==> src/rtl/input_pkg.sv <==
// rtl/input_pkg.sv - shared widths, holding-FSM encoding and timing defaults for input_logic
package input_pkg;

  localparam int ENTRY_W   = 16;
  localparam int NIBBLE_W  = 4;
  localparam int MAX_COUNT = 4;
  localparam int COUNT_W   = 3;

  localparam int DEFAULT_DEBOUNCE_CYCLES = 500000;
  localparam int DEFAULT_REPEAT_DELAY    = 25000000;
  localparam int DEFAULT_REPEAT_RATE     = 10000000;

  typedef enum logic {
    EMPTY = 1'b0,
    FULL  = 1'b1
  } hold_state_t;

  // Append a nibble on the right; the oldest nibble falls off the left.
  function automatic logic [ENTRY_W-1:0] shift_in(input logic [ENTRY_W-1:0]  word,
                                                  input logic [NIBBLE_W-1:0] nib);
    return {word[ENTRY_W-NIBBLE_W-1:0], nib};
  endfunction

endpackage

==> src/rtl/button_debounce.sv <==
// rtl/button_debounce.sv - 2-FF synchronizer, stability counter and press pulse for one button
module button_debounce
  import input_pkg::*;
#(
  parameter int DEBOUNCE_CYCLES = DEFAULT_DEBOUNCE_CYCLES
) (
  input  logic MCLK,
  input  logic RESET,
  input  logic btn,
  output logic level,
  output logic press
);

  localparam int CNT_W = $clog2(DEBOUNCE_CYCLES + 1);
  localparam logic [CNT_W-1:0] LAST = CNT_W'(DEBOUNCE_CYCLES - 1);

  logic             sync1;
  logic             sync2;
  logic [CNT_W-1:0] cnt;

  // Synchronize, then accept a new level only after it has differed for DEBOUNCE_CYCLES samples.
  always_ff @(posedge MCLK) begin
    if (RESET) begin
      sync1 <= 1'b0;
      sync2 <= 1'b0;
      cnt   <= '0;
      level <= 1'b0;
      press <= 1'b0;
    end else begin
      sync1 <= btn;
      sync2 <= sync1;
      press <= 1'b0;
      if (sync2 != level) begin
        if (cnt == LAST) begin
          level <= sync2;
          cnt   <= '0;
          press <= sync2;
        end else begin
          cnt <= cnt + 1'b1;
        end
      end else begin
        cnt <= '0;
      end
    end
  end

endmodule

==> src/rtl/input_logic.sv <==
// rtl/input_logic.sv - switch/button hex entry with CPU handshake; INPUT_AUTOREPEAT_EN adds SHIFT auto-repeat
module input_logic
  import input_pkg::*;
#(
  parameter int DEBOUNCE_CYCLES = DEFAULT_DEBOUNCE_CYCLES,
  parameter int REPEAT_DELAY    = DEFAULT_REPEAT_DELAY,
  parameter int REPEAT_RATE     = DEFAULT_REPEAT_RATE
) (
  input  logic                MCLK,
  input  logic                RESET,
  input  logic [NIBBLE_W-1:0] SW,
  input  logic                BTN_SHIFT,
  input  logic                BTN_COMMIT,
  input  logic                BTN_CLEAR,
  output logic [ENTRY_W-1:0]  input_port,
  output logic                input_valid,
  input  logic                input_ack,
  output logic [ENTRY_W-1:0]  entry,
  output logic [COUNT_W-1:0]  entry_count,
  output logic                overrun
);

  logic [NIBBLE_W-1:0] sw_meta;
  logic [NIBBLE_W-1:0] sw_sync;
  logic                shift_level;
  logic                shift_press;
  logic                commit_level;
  logic                commit_press;
  logic                clear_level;
  logic                clear_press;
  logic                shift_pulse;
  logic                commit_go;
  logic                shift_go;
  logic                commit_accept;
  logic                commit_lost;
  logic                unused_levels;
  hold_state_t         state;

  // Bring the raw switches into the MCLK domain.
  always_ff @(posedge MCLK) begin
    if (RESET) begin
      sw_meta <= '0;
      sw_sync <= '0;
    end else begin
      sw_meta <= SW;
      sw_sync <= sw_meta;
    end
  end

  button_debounce #(.DEBOUNCE_CYCLES(DEBOUNCE_CYCLES)) u_db_shift (
    .MCLK(MCLK), .RESET(RESET), .btn(BTN_SHIFT), .level(shift_level), .press(shift_press)
  );

  button_debounce #(.DEBOUNCE_CYCLES(DEBOUNCE_CYCLES)) u_db_commit (
    .MCLK(MCLK), .RESET(RESET), .btn(BTN_COMMIT), .level(commit_level), .press(commit_press)
  );

  button_debounce #(.DEBOUNCE_CYCLES(DEBOUNCE_CYCLES)) u_db_clear (
    .MCLK(MCLK), .RESET(RESET), .btn(BTN_CLEAR), .level(clear_level), .press(clear_press)
  );

`ifdef INPUT_AUTOREPEAT_EN
  localparam int REP_MAX = (REPEAT_DELAY > REPEAT_RATE) ? REPEAT_DELAY : REPEAT_RATE;
  localparam int REP_W   = $clog2(REP_MAX + 1);

  logic [REP_W-1:0] rep_cnt;
  logic             rep_first;
  logic             rep_pulse;

  // Repeat timer: first extra pulse REPEAT_DELAY after the press, then every REPEAT_RATE while held.
  always_ff @(posedge MCLK) begin
    if (RESET) begin
      rep_cnt   <= '0;
      rep_first <= 1'b1;
      rep_pulse <= 1'b0;
    end else begin
      rep_pulse <= 1'b0;
      if (shift_press) begin
        rep_cnt   <= REP_W'(1);
        rep_first <= 1'b1;
      end else if (shift_level) begin
        if (rep_cnt == (rep_first ? REP_W'(REPEAT_DELAY - 1) : REP_W'(REPEAT_RATE - 1))) begin
          rep_pulse <= 1'b1;
          rep_cnt   <= REP_W'(1);
          rep_first <= 1'b0;
        end else begin
          rep_cnt <= rep_cnt + 1'b1;
        end
      end else begin
        rep_cnt   <= '0;
        rep_first <= 1'b1;
      end
    end
  end

  assign shift_pulse   = shift_press | rep_pulse;
  assign unused_levels = commit_level ^ clear_level;
`else
  assign shift_pulse   = shift_press;
  assign unused_levels = shift_level ^ commit_level ^ clear_level ^ (REPEAT_DELAY == REPEAT_RATE);
`endif

  // Resolve coincident pulses: CLEAR beats COMMIT beats SHIFT.
  always_comb begin
    commit_go     = commit_press & ~clear_press;
    shift_go      = shift_pulse & ~clear_press & ~commit_press;
    commit_accept = commit_go && (entry_count != '0) && ((state == EMPTY) || input_ack);
    commit_lost   = commit_go && (entry_count != '0) && (state == FULL) && !input_ack;
  end

  assign input_valid = (state == FULL);

  // Entry datapath and the EMPTY/FULL holding FSM.
  always_ff @(posedge MCLK) begin
    if (RESET) begin
      state       <= EMPTY;
      input_port  <= '0;
      entry       <= '0;
      entry_count <= '0;
      overrun     <= 1'b0;
    end else begin
      if (clear_press) begin
        entry       <= '0;
        entry_count <= '0;
        overrun     <= 1'b0;
      end else if (commit_accept) begin
        input_port  <= entry;
        entry       <= '0;
        entry_count <= '0;
      end else if (commit_lost) begin
        overrun <= 1'b1;
      end else if (shift_go) begin
        entry <= shift_in(entry, sw_sync);
        if (entry_count != COUNT_W'(MAX_COUNT)) begin
          entry_count <= entry_count + 1'b1;
        end
      end

      case (state)
        EMPTY:   if (commit_accept) state <= FULL;
        FULL:    if (input_ack && !commit_accept) state <= EMPTY;
        default: state <= EMPTY;
      endcase
    end
  end

endmodule

==> config.mk <==
export PLATFORM = sky130hd
export DESIGN_NAME = input_logic
export DESIGN_NICKNAME = d
export VERILOG_FILES = /design/src/rtl/input_pkg.sv /design/src/rtl/button_debounce.sv /design/src/rtl/input_logic.sv
export SDC_FILE = /design/constraint.sdc
export NUM_CORES = 1
export LEC_CHECK = 0
export ABC_AREA = 1
export BUFFER_PORTS_ARGS = -buffer_cell sky130_fd_sc_hd__clkbuf_2
export CAP_MARGIN = 20
export CELL_PAD_IN_SITES_DETAIL_PLACEMENT = 1
export CELL_PAD_IN_SITES_GLOBAL_PLACEMENT = 2
export CORE_ASPECT_RATIO = 0.5
export CORE_MARGIN = 8
export CORE_UTILIZATION = 36
export DETAILED_ROUTE_END_ITERATION = 7
export HOLD_SLACK_MARGIN = 0.05
export PLACE_DENSITY_LB_ADDON = 0.3
export SYNTH_ARGS = -nofsm -noshare
export SYNTH_HDL_FRONTEND = slang
export SYNTH_HIERARCHICAL = 1
export SYNTH_SLANG_ARGS = --single-unit
==> constraint.sdc <==
create_clock -name MCLK -period 3.4 [get_ports MCLK]
set_clock_uncertainty 0.15 [all_clocks]
set_input_delay 0 -clock MCLK [delete_from_list [all_inputs] [get_ports MCLK]]
set_output_delay 0 -clock MCLK [all_outputs]
set_load 0.03 [all_outputs]
# Word-level counts from Yosys, hierarchy flattened

Cells that the tools add are included.
W data, S select, Z words.

Register bits after elaboration: 114
Output and inout bits: 37
Bits of input ports: 10

Mux-type cells: 3
Add/sub/neg operators: 4
Bitwise logic cells: 14
Equal/unequal tests: 7
Reduce and logical (&&, ||, !) cells: 24

Operators by type and width:

| cell                    | count |
|---|---|
| $add A19 B1 Y19 const B | 3 |
| $eq A19 B19 Y1 const B  | 3 |
| $reduce_or A3 Y1        | 7 |
| $reduce_and A2 Y1       | 6 |
| $not A1 Y1              | 11 |
| $logic_and A1 B1 Y1     | 5 |
| $add A3 B1 Y3 const B   | 1 |
| $and A1 B1 Y1           | 3 |
| $ne A1 B1 Y1            | 3 |
| $ne A3 B3 Y1 const B    | 1 |
| $reduce_and A3 Y1       | 1 |
| $reduce_bool A3 Y1      | 1 |
| $logic_not A1 Y1        | 2 |
| $mux W1                 | 2 |
| $pmux W1 S2             | 1 |
| $reduce_or A2 Y1        | 1 |
| $logic_or A1 B1 Y1      | 1 |

# Logic depth before layout (Yosys ltp)

Gate-level depths: netlist (run 1).

Depth after elaboration: 8
Mapped depth: 9
Mapped depth without buffers: 9

# By module

The synthesis (run 1) kept the hierarchy.

By module, submodules not included:

| module                           | area an instance (um^2) | seq. area each (um^2) | cells an instance | times used |
|---|---|---|---|---|
| button_debounce (u_db_clear ...) | 1174.9                  | 460.4                 | 178               | 2 |
| input_logic                      | 1746.7                  | 900.9                 | 236               | 1 |
| button_debounce (u_db_commit)    | 1218.7                  | 460.4                 | 177               | 1 |

# Worst setup path after synthesis (run 1)

OpenSTA, ideal clock, no wires.

Path type: register to register
From: register entry_count[0]
To: register input_port[10]
Path buffers: 1
Period minus slack after synthesis: 1659 ps
Setup slack: 1741 ps
Library setup time: 113 ps
Cell stages (with the launch flop): 8
Arrival time: 1396 ps
Cells stage by stage: dfxtp_1 -> inv_1 -> ha_1 -> nand2_1 -> nand3_4 -> buf_2 -> nor2_1 -> nor2_1

Longest elaborated chain between the ends: 4

Ends and longest elaborated chain:

| item                               | line               | RTL |
|---|---|---|
| start, declared                    | input_logic.sv:19  | `output logic [COUNT_W-1:0] entry_count,` |
| start signal, assigned             | input_logic.sv:135 | `entry_count <= entry_count + 1'b1;` |
| $reduce_bool A3 Y1                 | input_logic.sv:107 | `commit_accept = commit_go && (entry_count != '0) && ((state == EMPTY) \|\| input_ack);` |
| $logic_and A1 B1 Y1 (2 in series)  | input_logic.sv:107 |  |
| $reduce_and A2 Y1 (no source line) | n/a                |  |
| end signal, assigned               | input_logic.sv:127 | `input_port <= entry;` |
| end, declared                      | input_logic.sv:15  | `output logic [ENTRY_W-1:0] input_port,` |

No other way between the ends.
A chain may end at the register's enable or synchronous reset.

# Final worst setup path (run 1)

From: register entry_count[0]
To: register entry_count[0]

Longest elaborated chain between the ends: 6
Elaborated cells between the ends (all ways): 10

Ends and longest elaborated chain:

| item                               | line                                   | RTL |
|---|---|---|
| $reduce_bool A3 Y1                 | input_logic.sv:107, input_logic.sv:108 |  |
| $logic_and A1 B1 Y1                | input_logic.sv:107, input_logic.sv:108 |  |
| $logic_and A1 B1 Y1 (2 in series)  | input_logic.sv:108                     | `commit_lost = commit_go && (entry_count != '0) && (state == FULL) && !input_ack;` |
| $not A1 Y1 (no source line)        | n/a                                    |  |
| $reduce_and A3 Y1 (no source line) | n/a                                    |  |

Several ways; a longest one is shown, not always the timed one.

==> results of run 1 <==
-- flip-flops by register name (all words and copies together), names as in the netlist --
signal,count
u_db_commit/press,1
entry_count,3
u_db_commit/sync2,1
u_db_commit/sync1,1
input_valid,1
entry,16
u_db_clear/level,1
u_db_shift/sync2,1
u_db_commit/cnt,19
u_db_clear/cnt,19
u_db_clear/sync1,1
u_db_shift/sync1,1
u_db_clear/press,1
u_db_shift/press,1
u_db_shift/cnt,19
input_port,16
u_db_commit/level,1
u_db_shift/level,1
sw_sync,4
sw_meta,4
u_db_clear/sync2,1
overrun,1
-- layer usage --
layer	vias up	track usage (%)	part of all wire, %
met5	-	0	0
met4	0	5.96	1.3
met3	16	3.10	2.6
met2	55	26.1	47
met1	2316	18.6	49
li1	2509	-	-
-- cell families after synthesis --
logic type	Yosys count
AO/OA/AOI/OAI	50
AND/OR/NAND/NOR	473
buffers and inverters	111
adder cells (fa/ha/maj)	5
XOR/XNOR	16
flip-flops	114
-- worst max-delay path by stage --
| stage | start | endpoint | slack (ns) | depth (start not counted) |
|---|---|---|---|---|
| 2_1_floorplan | entry_count[0] | input_port[10] | 1.74 | 7 |
| 3_3_place_gp | entry_count[0] | entry[9] | 1.64 | 6 |
| 3_5_place_dp | entry_count[0] | entry[4] | 1.57 | 6 |
| 4_1_cts | entry_count[0] | entry_count[0] | 1.50 | 6 |
| 5_1_grt | entry_count[0] | entry[4] | 1.33 | 6 |
| 6_report | entry_count[0] | entry_count[0] | 1.53 | 6 |
-- power breakdown --
part	switching [mW]	internal [mW]	total, mW
combinational	0.0320	0.0232	0.0551
clock	0.675	1.31	1.99
sequential	0.00427	1.35	1.35
total	0.711	2.68	3.39
-- cell type report --
class	count	area (um^2)	area share, %
clock inverter	15	231	3.56
timing repair buffer	62	390	6.00
tap	198	248	3.81
inverter	100	375	5.77
multi-input combinational	544	2550	39.2
clock buffer	17	425	6.54
sequential	114	2280	35.1
-- Yosys cell counts --
cell type	instances
dfxtp_1	114
inv_1	94
nand2_2	6
inv_2	6
nand3_1	37
nor2_2	24
ha_1	5
buf_12	1
nand2_4	2
or2_2	6
nor2_4	6
nor3_1	11
buf_6	5
nor3_2	1
nor2_1	153
a21oi_1	38
a21oi_2	5
a21boi_0	1
buf_2	3
nand2_1	208
o21ai_1	2
buf_4	2
nand3b_1	3
nand4_1	9
o21ai_0	4
nand3_2	6
xor2_1	13
xnor2_1	3
nand3_4	1
-- metrics by stage --
| step | total power [mW] | instance area, um^2 | cells | util [%] |
|---|---|---|---|---|
| floorplan | 1.41 | 5320 | 769 | - |
| global placement | 1.42 | 5690 | 1002 | 39.4 |
| detailed placement | 1.42 | 5690 | 1002 | 39.4 |
| CTS | 3.43 | 6500 | 1050 | 45.1 |
| global route | 3.51 | 6500 | 1050 | 45.1 |
| finish | 3.39 | 6500 | 1050 | 45.1 |
-- tightest hold or removal path, cell delays in order (launching register included) --
cell and delay (ns):
dfxtp_1 0.30, inv_1 0.04, nor2_1 0.03
-- repair_timing --
| action | 4_1_cts | 5_1_grt |
|---|---|---|
| hold buffers | 16 | 0 |
| endpoints found under the setup margin | 0 | 0 |
| hold endpoints to repair | 16 | 0 |
==> results.yml, run 1 <==
run_status:
  status: "finished, final reports clean"
synth:
  ys_types: 29
  yosysSeqAreaShare_pct: 42.9
  synth.avg_cell_area_um2: 6.91
  synth_top_family_by_area: "simple AND/OR/NAND/NOR gates"
  synth_top_area_share_pct: 42.9
  synth.area.top_cells: "dfxtp_1 (43%), nand2_1 (15%), nor2_1 (11%)"
  synth_nets: 784
  synth_compound_area_share_pct: 5.11
  synth_seq_cells: 114
  yosysWarningCount: 6
  synthSimpleGateAreaFrac_pct: 39.1
  syn_inst: 769
  yosys.area_share.adder_pct: 1.18
  muxShareOfSynthArea_pct: 0
  synth_top_cell_by_area: "dfxtp_1"
  synthXorXnorAreaFrac_pct: 2.64
  syn-cell-area_um2: 5320
worst_setup_path:
  r2r_setup_slack_ns: 1.53
  worst_setup_path_end_kind: "register"
  crit_family: "simple AND/OR/NAND/NOR gates"
  worstPathArrival_ns: 1.99
  slowest_stage: "dfxtp_1"
  worstRegToRegCells: 6
  path_max_fanout: 33
  path_cells: "inv_1 -> ha_1 -> nand2_1 -> nand3_4 -> nand2_4 -> a21oi_1"
  cpPeakStageDelay_ns: 0.38
  cp.required_ns: 3.53
  worstSetupPathType: "reg -> reg"
  timing.rr.start: "entry_count[0]"
  crit_buf_inv: 1
  reg2reg_to: "entry_count[0]"
  start_kind: "register"
placement:
  dp_hpwl_um: 9570
  numPortBuffers: 46
  dpl_worst_slack_ns: 1.57
  routabilityCongestion: 0.803
cts:
  cts_setup_buffers: 0
  clockBufferDepth: 2
  cts.clk_slew.worst_paths_ns: 0.06
  insertion_delay_ns: 0.41
  clock_sinks: 114
  root_buffer: "clkbuf_16"
  htreeDepth: 4
  tritoncts: "built"
  cts-buffers-inserted: 17
  cts_resized: 0
route:
  routedWlPerCell_um: 13.0
  finalWirelength_um: 13700
  vias: 4896
  vias_per_cell: 4.66
  dr.pass1.iters: 4
  ant_nets: 0
  drc: 0
  drt_iter0_drc: 174
global_route:
  grt.overflow.total: 0
  grt_first_pass_wirelength_um: 24100
  grt_antenna_before_repair: 0
  track_usage_pct: 15.1
  grt_pass1_vias: 5111
  grt_max_degree: 34
worst_hold_path:
  hold_path.class: "reg -> reg"
  hp-start: "sw_meta[2]"
  holdPathStages: 2
  hold_end: "sw_sync[2]"
power:
  ir_drop_uv: 244
  p_leak_nw: 2.52
  power_per_cell_area_nw_per_um2: 521
final_layout:
  finalNetCount: 854
  antenna_cells: 0
  layout.cells.most_common: "nand2_1"
  fill_cells: 1882
  final_cell_mix: "nand2_1 (208), nor2_1 (153), dfxtp_1 (114)"
  drive_gt1_share_pct: 16.5
  syn_to_final_growth_pct: 22.4
floorplanning:
  core_area_um2: 14400
  start_util_pct: 36.8
  die-area_um2: 19100
  row_count: 31
  die_width_um: 188
  die_h_um: 102
  io_pins: 47
sta:
  period_share_pct: 54.9
  slew_headroom_pct: 62.5
  worstMarginPinSlew_ns: 0.562
  rsz0062_at_grt: "no"
  post-route-min-period_ns: 1.87
  hold_slack_ns: 0.254
  worst_slack_ns: 1.53
  fmax_ghz: 0.535
  hold_viol_final: 0
  slew_violations: 0
  setup_viol: 0
  fin_setup_tns_ns: 0
run:
  max_cap_viol_count: 0
No activity file was read; power rests on OpenSTA's default activity.
==> run 2: changes to the inputs <==
--- a/config.mk
+++ b/config.mk
@@ -12,7 +12,7 @@
 export CELL_PAD_IN_SITES_GLOBAL_PLACEMENT = 2
 export CORE_ASPECT_RATIO = 0.5
 export CORE_MARGIN = 8
-export CORE_UTILIZATION = 36
+export CORE_UTILIZATION = 33
 export DETAILED_ROUTE_END_ITERATION = 7
 export HOLD_SLACK_MARGIN = 0.05
 export PLACE_DENSITY_LB_ADDON = 0.3
==> constraint.sdc (replaced) <==
create_clock -name MCLK -period 1.9 [get_ports MCLK]
set_clock_uncertainty 0.15 [all_clocks]
set_input_delay 0 -clock MCLK [delete_from_list [all_inputs] [get_ports MCLK]]
set_output_delay 0 -clock MCLK [all_outputs]
set_load 0.03 [all_outputs]
==> results.yml, run 2 (synthesis results as in run 1) <==
run_status:
  status: "finished, final reports clean"
route:
  drc: 0
  wl_met1_um: 6570
  routedWlPerCell_um: 12.4
  ant_nets: 0
  dr.pass1.iters: 6
  vias_per_cell: 4.52
  routed-wl-met3_um: 397
  vias: 4772
  topRoutingLayerUsed: "met4"
  wl_met2_um: 5950
  finalWirelength_um: 13000
  drt_iter0_drc: 198
worst_hold_path:
  hp-start: "SW[2]"
  hold_path.class: "in -> reg"
  hold_end: "sw_meta[2]"
  holdPathStages: 4
power:
  p_int_mw: 4.44
  power_per_cell_area_nw_per_um2: 880
  switchingPower_mw: 1.23
  clock_power_share_pct: 55.7
  p_comb_share_pct: 1.7
  power_frac_seq_pct: 42.6
  p_leak_nw: 2.47
  finalPower_mw: 5.67
  switching_share_pct: 21.7
  ir_drop_uv: 611
sta:
  fin_setup_tns_ns: 0
  post-route-min-period_ns: 1.76
  fmax_ghz: 0.569
  slew_headroom_pct: 65.3
  period_share_pct: 92.4
  hold_viol_final: 0
  worstMarginPinSlew_ns: 0.520
  slew_violations: 0
  rsz0062_at_grt: "no"
  worst_slack_ns: 0.144
  setup_viol: 0
worst_setup_path:
  reg2reg_to: "entry_count[1]"
  worstPathArrival_ns: 1.88
  worstRegToRegCells: 6
  worstSetupPathType: "reg -> reg"
  critical_path_depth: 6
  worst_setup_path_end_kind: "register"
  crit_family: "simple AND/OR/NAND/NOR gates"
  path_cells: "inv_1 -> ha_1 -> nand2_1 -> nand3_4 -> nand2_8 -> a21oi_1"
  path_max_fanout: 33
  cpPeakStageDelay_ns: 0.37
  slowest_stage: "dfxtp_1"
  cp.required_ns: 2.03
  crit_buf_inv: 1
  r2r_setup_slack_ns: 0.14
  start_kind: "register"
  timing.rr.start: "entry_count[0]"
floorplanning:
  start_util_pct: 34.1
  core_area_um2: 15600
  die-area_um2: 20700
  die_h_um: 106
  die_width_um: 195
  row_count: 32
  io_pins: 47
cts:
  insertion_delay_ns: 0.40
  root_buffer: "clkbuf_16"
  cts.clk_slew.worst_paths_ns: 0.06
  htreeDepth: 4
  clockBufferDepth: 2
  cts_setup_buffers: 0
  clock_sinks: 114
  cts-buffers-inserted: 17
  tritoncts: "built"
placement:
  dp_hpwl_um: 9630
  dpl_worst_slack_ns: 0.0557
  routabilityCongestion: 0.758
  numPortBuffers: 46
final_layout:
  final_cell_mix: "nand2_1 (208), nor2_1 (153), dfxtp_1 (114)"
  finalNetCount: 854
  biggestRegsByFlops: "u_db_clear/cnt: 19 flops, u_db_commit/cnt: 19 flops, u_db_shift/cnt: 19 flops"
  finish.utilization_pct: 41.4
  layout.cells.most_common: "nand2_1"
  antenna_cells: 0
  syn_to_final_growth_pct: 21.2
  drive_gt1_share_pct: 17.0
run:
  max_cap_viol_count: 0
global_route:
  grt_first_pass_wirelength_um: 22800
  grt.overflow.total: 0
  grt_pass1_vias: 4840
  grt_antenna_before_repair: 0
  grt_max_degree: 34
  track_usage_pct: 13.1
[run 2: changes by cell type in the layout (fill, tap and decap cells not counted), moves of 2 or more]
cell | previous run | this run
clkinvlp_4 | 2 | 7
clkbuf_8 | 0 | 2
clkinv_4 | 4 | 1
buf_4 | 0 | 4
inv_6 | 3 | 0
bufinv_16 | 5 | 2
dlygate4sd3_1 | 16 | 12
clkinv_2 | 1 | 3
[run 2: worst max path at each step]
stage	startpoint	end	slack (ns)
2_1_floorplan	entry_count[0]	input_port[10]	0.24
3_3_place_gp	entry_count[0]	entry[9]	0.15
3_5_place_dp	entry_count[0]	entry_count[1]	0.06
4_1_cts	entry_count[0]	entry[0]	0.04
5_1_grt	entry_count[0]	entry_count[1]	0.01
6_report	entry_count[0]	entry_count[1]	0.14
[run 2: tightest hold or removal path, stage by stage]
cell and delay [ns]:
dlygate4sd3_1 0.53, clkbuf_2 0.10, inv_1 0.04, nor2_1 0.03
[run 2: repair_timing]
item	4_1_cts	5_1_grt
hold buffers	12	0
hold endpoints to repair	17	0
setup endpoints to repair	0	19
resized for setup	0	1
[run 2: power by group through the flow]
| stage | Clock, mW | Sequential, mW | Combinational, mW |
|---|---|---|---|
| 6_report | 3.16 | 2.41 | 0.0941 |
| 2_1_floorplan | 0 | 2.46 | 0.0504 |
| 5_1_grt | 3.35 | 2.41 | 0.106 |
| 4_1_cts | 3.25 | 2.41 | 0.0941 |
| 3_3_place_gp | 0 | 2.47 | 0.0725 |
| 3_5_place_dp | 0 | 2.47 | 0.0745 |
[run 2: metal layers]
layer	vias up	global-route usage (%)
met1	2217	16.8
met2	41	21.8
li1	2506	-
met3	8	3.21
met5	-	0
met4	0	3.71
[run 2: layout make-up]
cell class              instances  area (um^2)
flip-flops and latches        114         2280
fillers                      2002         9130
clock buffers                  19          453
well taps                     204          255
multi-input cells             544         2560
inverters                     100          375
repair buffers                 62          380
clock inverters                13          136
[run 2: per-stage QoR]
step           std cells  hold slack, ns  instance area, um^2
2_1_floorplan        769         -0.0809                 5320
3_3_place_gp        1012          0.0480                 5720
3_5_place_dp        1012          0.0507                 5720
4_1_cts             1056           0.182                 6430
5_1_grt             1056           0.202                 6440
6_report            1056           0.195                 6440
==> run 3: changes to the inputs <==
--- a/config.mk
+++ b/config.mk
@@ -15,6 +15,7 @@
 export CORE_UTILIZATION = 33
 export DETAILED_ROUTE_END_ITERATION = 7
 export HOLD_SLACK_MARGIN = 0.05
+export MAX_ROUTING_LAYER = met4
 export PLACE_DENSITY_LB_ADDON = 0.3
 export SYNTH_ARGS = -nofsm -noshare
 export SYNTH_HDL_FRONTEND = slang
==> results.yml, run 3 (synthesis results as in run 1) <==
route:
  finalWirelength_um: 13100
  dr.pass1.iters: 6
  drt_iter0_drc: 197
  vias_per_cell: 4.52
  vias: 4769
  drc: 0
  ant_nets: 0
  routedWlPerCell_um: 12.4
placement:
  placed_cells: 1012
  routabilityCongestion: 0.768
  dp_hpwl_um: 9630
  numPortBuffers: 46
final_layout:
  final_cell_mix: "nand2_1 (208), nor2_1 (153), dfxtp_1 (114)"
  seq_area_um2: 2280
  finalNetCount: 854
  antenna_cells: 0
  multi_input_area_um2: 2560
  fin_cells: 1056
  layout.cells.most_common: "nand2_1"
  syn_to_final_growth_pct: 21.2
  fill_cells: 2002
  biggestRegsByFlops: "u_db_clear/cnt: 19 flops, u_db_commit/cnt: 19 flops, u_db_shift/cnt: 19 flops"
  drive_gt1_share_pct: 17.0
sta:
  hold_viol_final: 0
  slew_violations: 0
  setup_viol: 0
  fmax_ghz: 0.566
  post-route-min-period_ns: 1.77
  fin_setup_tns_ns: 0
  rsz0062_at_grt: "no"
  worstMarginPinSlew_ns: 0.507
  period_share_pct: 92.9
  slew_headroom_pct: 66.2
worst_setup_path:
  cpPeakStageDelay_ns: 0.37
  worstPathArrival_ns: 1.89
  crit_family: "simple AND/OR/NAND/NOR gates"
  crit_buf_inv: 1
  r2r_setup_slack_ns: 0.13
  path_max_fanout: 33
  cp.required_ns: 2.03
  start_kind: "register"
  worstSetupPathType: "reg -> reg"
  slowest_stage: "dfxtp_1"
  path_cells: "inv_1 -> ha_1 -> nand2_1 -> nand3_4 -> nand2_8 -> a21oi_1"
  worst_setup_path_end_kind: "register"
global_route:
  grt_max_degree: 34
  grt_antenna_before_repair: 0
  grt.overflow.total: 0
  grt_pass1_vias: 4840
  grt_first_pass_wirelength_um: 22800
  track_usage_pct: 13.5
power:
  switching_share_pct: 21.7
  clock_power_share_pct: 55.7
  p_comb_share_pct: 1.7
  p_int_mw: 4.44
  ir_drop_uv: 608
  switchingPower_mw: 1.23
  power_per_cell_area_nw_per_um2: 879
  p_leak_nw: 2.47
  power_frac_seq_pct: 42.6
cts:
  insertion_delay_ns: 0.40
  clockBufferDepth: 2
  htreeDepth: 4
  cts.clk_slew.worst_paths_ns: 0.06
  cts-buffers-inserted: 17
  root_buffer: "clkbuf_16"
  tritoncts: "built"
  clock_sinks: 114
floorplanning:
  die_width_um: 195
  start_util_pct: 34.1
  row_count: 32
  io_pins: 47
  die-area_um2: 20700
  core_area_um2: 15600
  die_h_um: 106
run_status:
  status: "finished, final reports clean"
run:
  max_cap_viol_count: 0
worst_hold_path:
  hold_path.class: "in -> reg"
[run 3: through the flow]
stage	util, %	worst slack [ns]	instance area, um^2	power [mW]	hold WS, ns
after floorplan	-	0.241	5320	2.51	-0.0809
after global placement	36.8	0.145	5720	2.54	0.0480
after detailed placement	36.8	0.0557	5720	2.54	0.0507
after CTS	41.3	0.0352	6430	5.76	0.182
after global routing	41.4	0.0139	6440	5.87	0.202
final	41.4	0.135	6440	5.67	0.197
[run 3: path summary, 6_finish.rpt]
path,startpoint,cells after the start,end
max,entry_count[0],6,entry_count[1]
min,SW[2],4,sw_meta[2]
max reg2reg,entry_count[0],6,entry_count[1]
min reg2reg,sw_meta[3],2,sw_sync[3]
[run 3: timing repair]
action	CTS	global route
resized for setup	0	1
buffers inserted	0	0
setup endpoints to repair	0	19
hold buffers	12	0
endpoints found under the hold margin	17	0
[run 3: final cells by class]
cell class	count	share of cell area (%)
multi-input combinational	544	39.7
sequential	114	35.4
clock buffer	19	7.03
timing repair buffer	62	5.90
inverter	100	5.83
tap	204	3.96
clock inverter	13	2.12
[run 3: metal layers]
layer | global-route usage, % | share of wire (%) | vias up
li1 | - | - | 2507
met1 | 16.8 | 50 | 2218
met2 | 21.8 | 46 | 39
met3 | 3.21 | 2.8 | 5
met4 | 3.71 | 0.71 | 0
met5 | - | 0 | -
[run 3: power groups by stage]
stage | logic [mW] | registers (mW) | clock network [mW]
2_1_floorplan | 0.0504 | 2.46 | 0
3_3_place_gp | 0.0725 | 2.47 | 0
3_5_place_dp | 0.0745 | 2.47 | 0
4_1_cts | 0.0941 | 2.41 | 3.25
5_1_grt | 0.106 | 2.41 | 3.35
6_report | 0.0939 | 2.41 | 3.16
[run 3: worst min-delay path, stage by stage]
cell and delay [ns]:
dlygate4sd3_1 0.53, clkbuf_2 0.10, inv_1 0.04, nor2_1 0.03
